==> src/rtl/counter_host_pkg.sv <==
// counter_host_pkg: opcodes, status bytes and parser state encoding shared by counter_host and its serializer.
package counter_host_pkg;

    localparam logic [7:0] OP_ADD  = 8'h01;
    localparam logic [7:0] OP_READ = 8'h02;
    localparam logic [7:0] ST_OK   = 8'h00;
    localparam logic [7:0] ST_ERR  = 8'hFF;

    typedef enum logic [2:0] {
        S_IDLE,
        S_ARG,
        S_ISSUE,
        S_LATCH,
        S_SEND_STATUS,
        S_SEND_DATA,
        S_SEND_ERR
    } state_t;

endpackage

==> src/rtl/counter_host_ser.sv <==
// counter_host_ser: response serializer; emits a status byte followed by the WIDTH-bit value LSB first, or a lone error byte.
//   clk, resetn       : clock, synchronous active-low reset
//   load, data        : capture data and queue ST_OK + NB data bytes
//   load_err          : queue a single ST_ERR byte
//   tx_data, tx_valid : registered response byte stream, held while tx_ready is low
//   tx_ready          : host accepts tx_data
//   done              : final byte of the current frame transfers this cycle
module counter_host_ser
    import counter_host_pkg::*;
#(
    parameter int WIDTH = 32
) (
    input  logic             clk,
    input  logic             resetn,
    input  logic             load,
    input  logic             load_err,
    input  logic [WIDTH-1:0] data,
    input  logic             tx_ready,
    output logic [7:0]       tx_data,
    output logic             tx_valid,
    output logic             done
);

    localparam int NB = WIDTH / 8;
    localparam int CW = $clog2(NB + 2);

    logic [WIDTH+7:0] sh_q, sh_d;
    logic [CW-1:0]    cnt_q, cnt_d;

    // Frame bytes remaining; the shift register only moves on a transfer, so
    // the captured value and the presented byte are stable under backpressure.
    assign tx_valid = cnt_q != '0;
    assign tx_data  = sh_q[7:0];
    assign done     = tx_valid && tx_ready && cnt_q == CW'(1);

    always_comb begin
        sh_d  = sh_q;
        cnt_d = cnt_q;
        if (load) begin
            sh_d  = {data, ST_OK};
            cnt_d = CW'(NB + 1);
        end else if (load_err) begin
            sh_d  = {{WIDTH{1'b0}}, ST_ERR};
            cnt_d = CW'(1);
        end else if (tx_valid && tx_ready) begin
            sh_d  = sh_q >> 8;
            cnt_d = cnt_q - 1'b1;
        end
    end

    always_ff @(posedge clk) begin
        if (!resetn) begin
            sh_q  <= '0;
            cnt_q <= '0;
        end else begin
            sh_q  <= sh_d;
            cnt_q <= cnt_d;
        end
    end

endmodule

==> src/rtl/counter_host.sv <==
// counter_host: byte-stream command parser driving a saturating counter (ADD operand, READ value) with byte responses.
//   clk, resetn                 : clock, synchronous active-low reset
//   rx_data, rx_valid, rx_ready : command byte stream from host
//   tx_data, tx_valid, tx_ready : response byte stream to host
//   cnt_en, cnt_x               : one-cycle increment request to the counter
//   cnt_out                     : current counter value
module counter_host
    import counter_host_pkg::*;
#(
    parameter int WIDTH = 32
) (
    input  logic             clk,
    input  logic             resetn,
    input  logic [7:0]       rx_data,
    input  logic             rx_valid,
    output logic             rx_ready,
    output logic [7:0]       tx_data,
    output logic             tx_valid,
    input  logic             tx_ready,
    output logic             cnt_en,
    output logic [WIDTH-1:0] cnt_x,
    input  logic [WIDTH-1:0] cnt_out
);

    localparam int NB = WIDTH / 8;
    localparam int IW = $clog2(NB + 1);

    state_t           state_q, state_d;
    logic [IW-1:0]    idx_q, idx_d;
    logic [WIDTH-1:0] opnd_q, opnd_d;
    logic             rx_ready_q, rx_ready_d;
    logic             cnt_en_q, cnt_en_d;
    logic [WIDTH-1:0] cnt_x_q, cnt_x_d;
    logic             rx_fire, tx_fire, bad_op, ser_done;

    assign rx_ready = rx_ready_q;
    assign cnt_en   = cnt_en_q;
    assign cnt_x    = cnt_x_q;
    assign rx_fire  = rx_valid && rx_ready_q;
    assign tx_fire  = tx_valid && tx_ready;
    assign bad_op   = state_q == S_IDLE && rx_fire && rx_data != OP_ADD && rx_data != OP_READ;

    always_comb begin
        state_d = state_q;
        idx_d   = idx_q;
        opnd_d  = opnd_q;
        case (state_q)
            S_IDLE: if (rx_fire) begin
                idx_d   = '0;
                state_d = rx_data == OP_ADD ? S_ARG : rx_data == OP_READ ? S_LATCH : S_SEND_ERR;
            end
            S_ARG: if (rx_fire) begin
                opnd_d[idx_q*8 +: 8] = rx_data;
                idx_d                = idx_q + 1'b1;
                state_d              = idx_q == IW'(NB - 1) ? S_ISSUE : S_ARG;
            end
            S_ISSUE:       state_d = S_LATCH;
            S_LATCH:       state_d = S_SEND_STATUS;
            S_SEND_STATUS: state_d = tx_fire ? S_SEND_DATA : S_SEND_STATUS;
            S_SEND_DATA,
            S_SEND_ERR:    state_d = ser_done ? S_IDLE : state_q;
            default:       state_d = S_IDLE;
        endcase
        // Handshake and counter strobes are registered off the next state.
        rx_ready_d = state_d == S_IDLE || state_d == S_ARG;
        cnt_en_d   = state_d == S_ISSUE;
        cnt_x_d    = state_d == S_ISSUE ? opnd_d : '0;
    end

    always_ff @(posedge clk) begin
        if (!resetn) begin
            state_q    <= S_IDLE;
            idx_q      <= '0;
            opnd_q     <= '0;
            rx_ready_q <= 1'b0;
            cnt_en_q   <= 1'b0;
            cnt_x_q    <= '0;
        end else begin
            state_q    <= state_d;
            idx_q      <= idx_d;
            opnd_q     <= opnd_d;
            rx_ready_q <= rx_ready_d;
            cnt_en_q   <= cnt_en_d;
            cnt_x_q    <= cnt_x_d;
        end
    end

    counter_host_ser #(.WIDTH(WIDTH)) u_ser (
        .clk      (clk),
        .resetn   (resetn),
        .load     (state_q == S_LATCH),
        .load_err (bad_op),
        .data     (cnt_out),
        .tx_ready (tx_ready),
        .tx_data  (tx_data),
        .tx_valid (tx_valid),
        .done     (ser_done)
    );

endmodule

==> config.mk <==
export PLATFORM = sky130hd
export DESIGN_NAME = counter_host
export DESIGN_NICKNAME = d
export VERILOG_FILES = /design/src/rtl/counter_host_pkg.sv /design/src/rtl/counter_host_ser.sv /design/src/rtl/counter_host.sv
export SDC_FILE = /design/constraint.sdc
export NUM_CORES = 1
export LEC_CHECK = 0
export BUFFER_PORTS_ARGS = -buffer_cell sky130_fd_sc_hd__buf_2
export CORE_MARGIN = 2
export CORE_UTILIZATION = 35
export CTS_BUF_LIST = sky130_fd_sc_hd__clkbuf_4
export DETAILED_ROUTE_END_ITERATION = 8
export PLACE_DENSITY = 0.61
export SYNTH_ARGS = -nofsm -noshare
export SYNTH_HDL_FRONTEND = slang
export SYNTH_SLANG_ARGS = --single-unit
==> constraint.sdc <==
create_clock -name clk -period 3.2 [get_ports clk]
set_clock_uncertainty 0.2 [all_clocks]
set_input_delay 0.64 -clock clk [delete_from_list [all_inputs] [get_ports clk]]
set_output_delay 0.64 -clock clk [all_outputs]
set_load 0.01 [all_outputs]
# Word-level counts from Yosys, hierarchy flattened
# Index checks and enable logic that the tools add are counted.
# W data, S select, Z words.
# word_totals
register_bits,115
latchBits,0
mem_bits_rw,0
rom_bits,0
output_inout_bits,43
word_cells,70
n_memories,0
# op_classes
add_sub_neg,3
multipliers,0
n_div,0
order_cmp,0
eq_ne,16
n_shift,2
mux,20
bitwise_logic,1
reduce_logical,18
# op_table
op,count
$mux W40,3
$mux W32,2
$neg A6 Y34,1
$shift A8 B34 Y32 const A,1
$shiftx A8 B34 Y32,1
$bwmux W32,1
$mux W3,10
$pmux W3 S6,1
$eq A3 B2 Y1 const B,4
$eq A3 B1 Y1 const B,3
$eq A3 B3 Y1 const B,3
$eq A8 B1 Y1 const B,1
$eq A8 B2 Y1 const B,1
$ne A8 B1 Y1 const B,1
$ne A8 B2 Y1 const B,1
$logic_and A1 B1 Y1,6
$logic_not A3 Y1,2
$pmux W3 S2,1
$reduce_bool A3 Y1,2
$ne A2 B2 Y1 const B,2
$reduce_bool A2 Y1,2
$reduce_or A2 Y1,2
$add A3 B1 Y3 const B,1
$reduce_and A3 Y1,1
7 further kinds,7

# Longest topological paths before layout
# logic_depth
word_depth,7
depth_mapped,8

# Hierarchy
# From an unflattened synthesis, not the netlist that was laid out.
# hier_totals
cells_unflattened,459
area_unflattened_um2,4753.3
# by_module_without_submodules
module,n_inst,cells_per_inst,area_per_inst_um2,seq_area_each_um2
counter_host,1,260,2856.5,1441.4
counter_host_ser,1,199,1896.8,860.8

# Least setup slack after synthesis
# No wires, ideal clock.
# synth_timing
path_type,register -> register
startpoint,reg idx_q[0]
endpoint,"reg cnt_x_q[10], in the netlist cnt_x[10]"
arrival_time_ns,1.880
t_required_ns,2.873
slack_ns,0.994
stages_incl_launch_ff,9
n_path_buf,1
cell_sequence,dfxtp_1 -> inv_1 -> ha_1 -> ha_1 -> nand3b_1 -> or4_4 -> buf_6 -> mux2i_1 -> nor2_1
# synth_via
elab_chain_len,6
word_cells_on_any_way,12
cone_classes,add/sub (1); eq/ne (2); shift (2); mux (6); reduce/logical (1)
# synth_rtl
element,line,rtl
start: declaration,counter_host.sv:29,"logic [IW-1:0] idx_q, idx_d;"
start signal: assignment,counter_host.sv:80,idx_q <= idx_d;
branches (longest 6 deep; another with $neg A6 Y34),--,
end signal: assignment,counter_host.sv:84,cnt_x_q <= cnt_x_d;
end: declaration,counter_host.sv:33,"logic [WIDTH-1:0] cnt_x_q, cnt_x_d;"
# Parallel ways; which one is timed is not known.
# A chain may end at the register's enable or synchronous reset.

# Worst setup path after layout
# layout_timing
startpoint,reg u_ser.cnt_q[0]
endpoint,out tx_valid
# layout_via
elab_chain_len,1
# layout_rtl
element,line,rtl
start: declaration,counter_host_ser.sv:28,"logic [CW-1:0] cnt_q, cnt_d;"
start signal: assignment,counter_host_ser.sv:57,cnt_q <= cnt_d;
$reduce_bool A3 Y1,counter_host_ser.sv:32,assign tx_valid = cnt_q != '0;
end: declaration,counter_host.sv:18,"output logic tx_valid,"
# Every way passes these cells.

==> results_dict.tcl <==
set metrics [dict create \
    status "complete, no violations" \
    antenna_found_initial 1 \
    crit_buf_inv 3 \
    grt_use_met1_pct 21.7 \
    ys_seq_elements 115 \
    wl_per_cell_um 14.2 \
    cp_slowest_cell "dfxtp_1" \
    final_cell_mix "115 x dfxtp_1, 86 x buf_2, 74 x nand2_1, 28 x nor2_1, 28 x nor2b_1" \
    hold_path.class "in -> reg" \
    rr_endpoint "cnt_x[3]$_SDFF_PN0_" \
    die_area_mm2 0.0148 \
    final_common_cell "dfxtp_1" \
    maxCapViolCount 0 \
    final-seq-area_mm2 0.00230 \
    worstHoldStart "cnt_out[7]" \
    arrival_ns 1.79 \
    grt_usage_pct 16.0 \
    grt_pass1_wl_um 18300 \
    cts.htree.levels 4 \
    r2r_start "idx_q[0]$_SDFFE_PN0P_" \
    post_cts_resized 0 \
    gr-usage-met3_pct 4.59 \
    core_area_mm2 0.0133 \
    p_int_mw 2.17 \
    place_congestion 0.768 \
    worst_pin_slew_ns 0.747 \
    insertion_delay_ns 0.52 \
    ys_seq_area_share_pct 47.6 \
    gr-total-overflow 0 \
    cts_buffers 17 \
    crit_type "reg -> out" \
    ctsHoldBuffers 0 \
    clock_power_share_pct 30.6 \
    grt_max_degree 43 \
    initialDrtViolationCount 195 \
    routed_wl_um 11100 \
    period_minus_slack_ns 2.63 \
    min_to "u_ser.sh_q[15]$_SDFFE_PN0P_" \
    clkTransAtPathRegs_ns 0.11 \
    dieWidth_um 122 \
    synth-edff-count 0 \
    whs_path_depth 3 \
    p_per_area_mw_per_mm2 579 \
    nets 645 \
    cts_tree "yes" \
    r2r_cells 7 \
    routed_via_density 5.00 \
    hold-worst-slack_ns 0.140 \
    rsz0062_at_grt "no" \
    power.switching_mw 1.06 \
    seq_power_share_pct 49.6 \
    comb_power_share_pct 19.7 \
    grt_busiest_layer "met2" \
    fin_crit_sh_pct 82.1 \
    drtAntennaViolNets 0 \
    dp_hpwl_um 7460 \
    synth_cells 530 \
    fin_tns_setup_ns 0 \
    start_util_pct 36.2 \
    setup_violations 0 \
    drt_pass1_iterations 6 \
    fillers 1371 \
    worstPathRequired_ns 2.36 \
    power_leakage_nw 2.34 \
    avgSynthCellArea_um2 9.13 \
    synth_fp_nets 581 \
    slew_headroom_pct 50.1 \
    swShare_pct 32.9 \
    syn_to_final_growth_pct 15.4 \
    rows 42 \
    drc 0 \
    multiInputGateArea_mm2 0.00225 \
    synth_cell_type_count 49 \
    die_h_um 122 \
    ys_async_sr_fraction_pct 0 \
    yosysWarnings 0 \
    grt_pass1_vias 3688 \
    netlist_area_mm2 0.00484 \
    start_kind "flop" \
    clock-sinks 115 \
    cp-startpoint "u_ser.cnt_q[0]$_SDFFE_PN0P_" \
    io_pins 87 \
    cts-root-buf "clkbuf_4" \
    drive_above_1_share_pct 22.7 \
    reg2reg_slack_ns 0.71 \
    slew_viol_final 0 \
    cts_setup_buffers 0 \
    portBuffers 86 \
    num_vias 3920 \
    cts.path.max_buffers 2 \
    cp_slowest_stage_delay_ns 0.36 \
    cp_cell_sequence "inv_1, ha_1, nand2b_1, buf_4, buf_2" \
    ir_drop_mv 0.314 \
    ys.flop_type "dfxtp_1" \
    crit_family "buffers and inverters" \
    clock.fmax_mhz 381 \
    hold_viol_final 0 \
    use_met2_pct 24.5 \
    crit_fanout 38 \
    cp-end-kind "primary output" \
]
-- cell families after synthesis --
| group | count (synthesis) | synth area share, % |
|---|---|---|
| flip-flops | 115 | 47.6 |
| adder cells (fa/ha/maj) | 7 | 1.81 |
| AND/OR/NAND/NOR | 199 | 21.2 |
| buffers and inverters | 59 | 5.85 |
| XOR/XNOR | 2 | 0.362 |
| multiplexers | 24 | 4.97 |
| AO/OA/AOI/OAI | 124 | 18.2 |
-- through the flow --
step	util, %	instance area (um^2)	instances	setup WS (ns)	power, mW
floorplan	-	4840	530	0.994	2.13
global placement	39.8	5320	751	0.612	2.26
detailed placement	39.8	5320	751	0.560	2.28
CTS	41.8	5580	783	0.535	3.27
global route	41.8	5580	784	0.421	3.43
finish	41.8	5580	784	0.572	3.23
-- worst max path at each step --
stage                            to  depth (start not counted)  slack, ns
6_report                   tx_valid                          5       0.57
3_3_place_gp    rx_ready$_SDFF_PN0_                          6       0.61
2_1_floorplan  cnt_x[10]$_SDFF_PN0_                          8       0.99
5_1_grt                    tx_valid                          5       0.42
3_5_place_dp    rx_ready$_SDFF_PN0_                          6       0.56
4_1_cts                    tx_valid                          5       0.54
-- sequential cells by signal (all words and copies together), names as in the netlist --
| register | flops |
|---|---|
| u_ser.sh_q | 40 |
| cnt_x | 32 |
| opnd_q | 32 |
| idx_q | 3 |
| state_q | 3 |
| u_ser.cnt_q | 3 |
| cnt_en | 1 |
| rx_ready | 1 |
-- worst reg2reg max path, delay by kind of cell, from the launching register on --
kind | cells | cell delay [ns]
flops | 1 | 0.47
simple gates | 3 | 0.71
mux | 1 | 0.37
buf+inv | 1 | 0.12
fa+ha+maj | 2 | 0.51
-- final cells by class --
type | count | share of cell area [%]
inverter | 7 | 0.471
clock inverter | 14 | 2.33
sequential | 115 | 41.2
multi-input combinational | 356 | 40.4
clock buffer | 18 | 2.42
timing repair buffer | 97 | 9.19
tap | 176 | 3.94
antenna | 1 | 0.0448
-- metal layers --
| metal | wire length (um) | part of all wire [%] |
|---|---|---|
| met1 | 5390 | 48 |
| met2 | 5190 | 47 |
| met3 | 464 | 4.2 |
| met4 | 99 | 0.89 |
| met5 | 0 | 0 |
-- synthesized netlist by cell type (2+ instances only) --
cell type  number  area share (%)
dfxtp_1       115              48
nand2_1        74             5.7
clkbuf_1       34             2.6
nor2_1         29             2.3
nor2b_1        28             3.6
a21boi_1       27             4.2
mux2i_1        24             5.0
o211ai_1       24             3.7
a21boi_0       22             3.4
nand3_1        20             2.1
and3_1         18             2.3
o21ai_1        17             1.8
a31oi_1         9             1.2
nand4_1         9             1.2
buf_4           8             1.2
a21oi_1         7            0.72
buf_2           7            0.72
ha_1            7             1.8
inv_1           6            0.47
o41ai_1         6             1.1
nor4bb_1        4            0.83
buf_6           3            0.70
o21a_1          3            0.47
a311oi_1        2            0.36
nand4_2         2            0.52
nor3_1          2            0.21
-- power by group through the flow --
stage	sequential, mW	clock, mW	combinational (mW)
floorplan	1.61	0	0.519
global placement	1.63	0	0.627
detailed placement	1.64	0	0.638
CTS	1.61	1.02	0.641
global route	1.62	1.09	0.716
finish	1.61	0.991	0.638
Note: power is estimated with default switching activity, not from simulation.
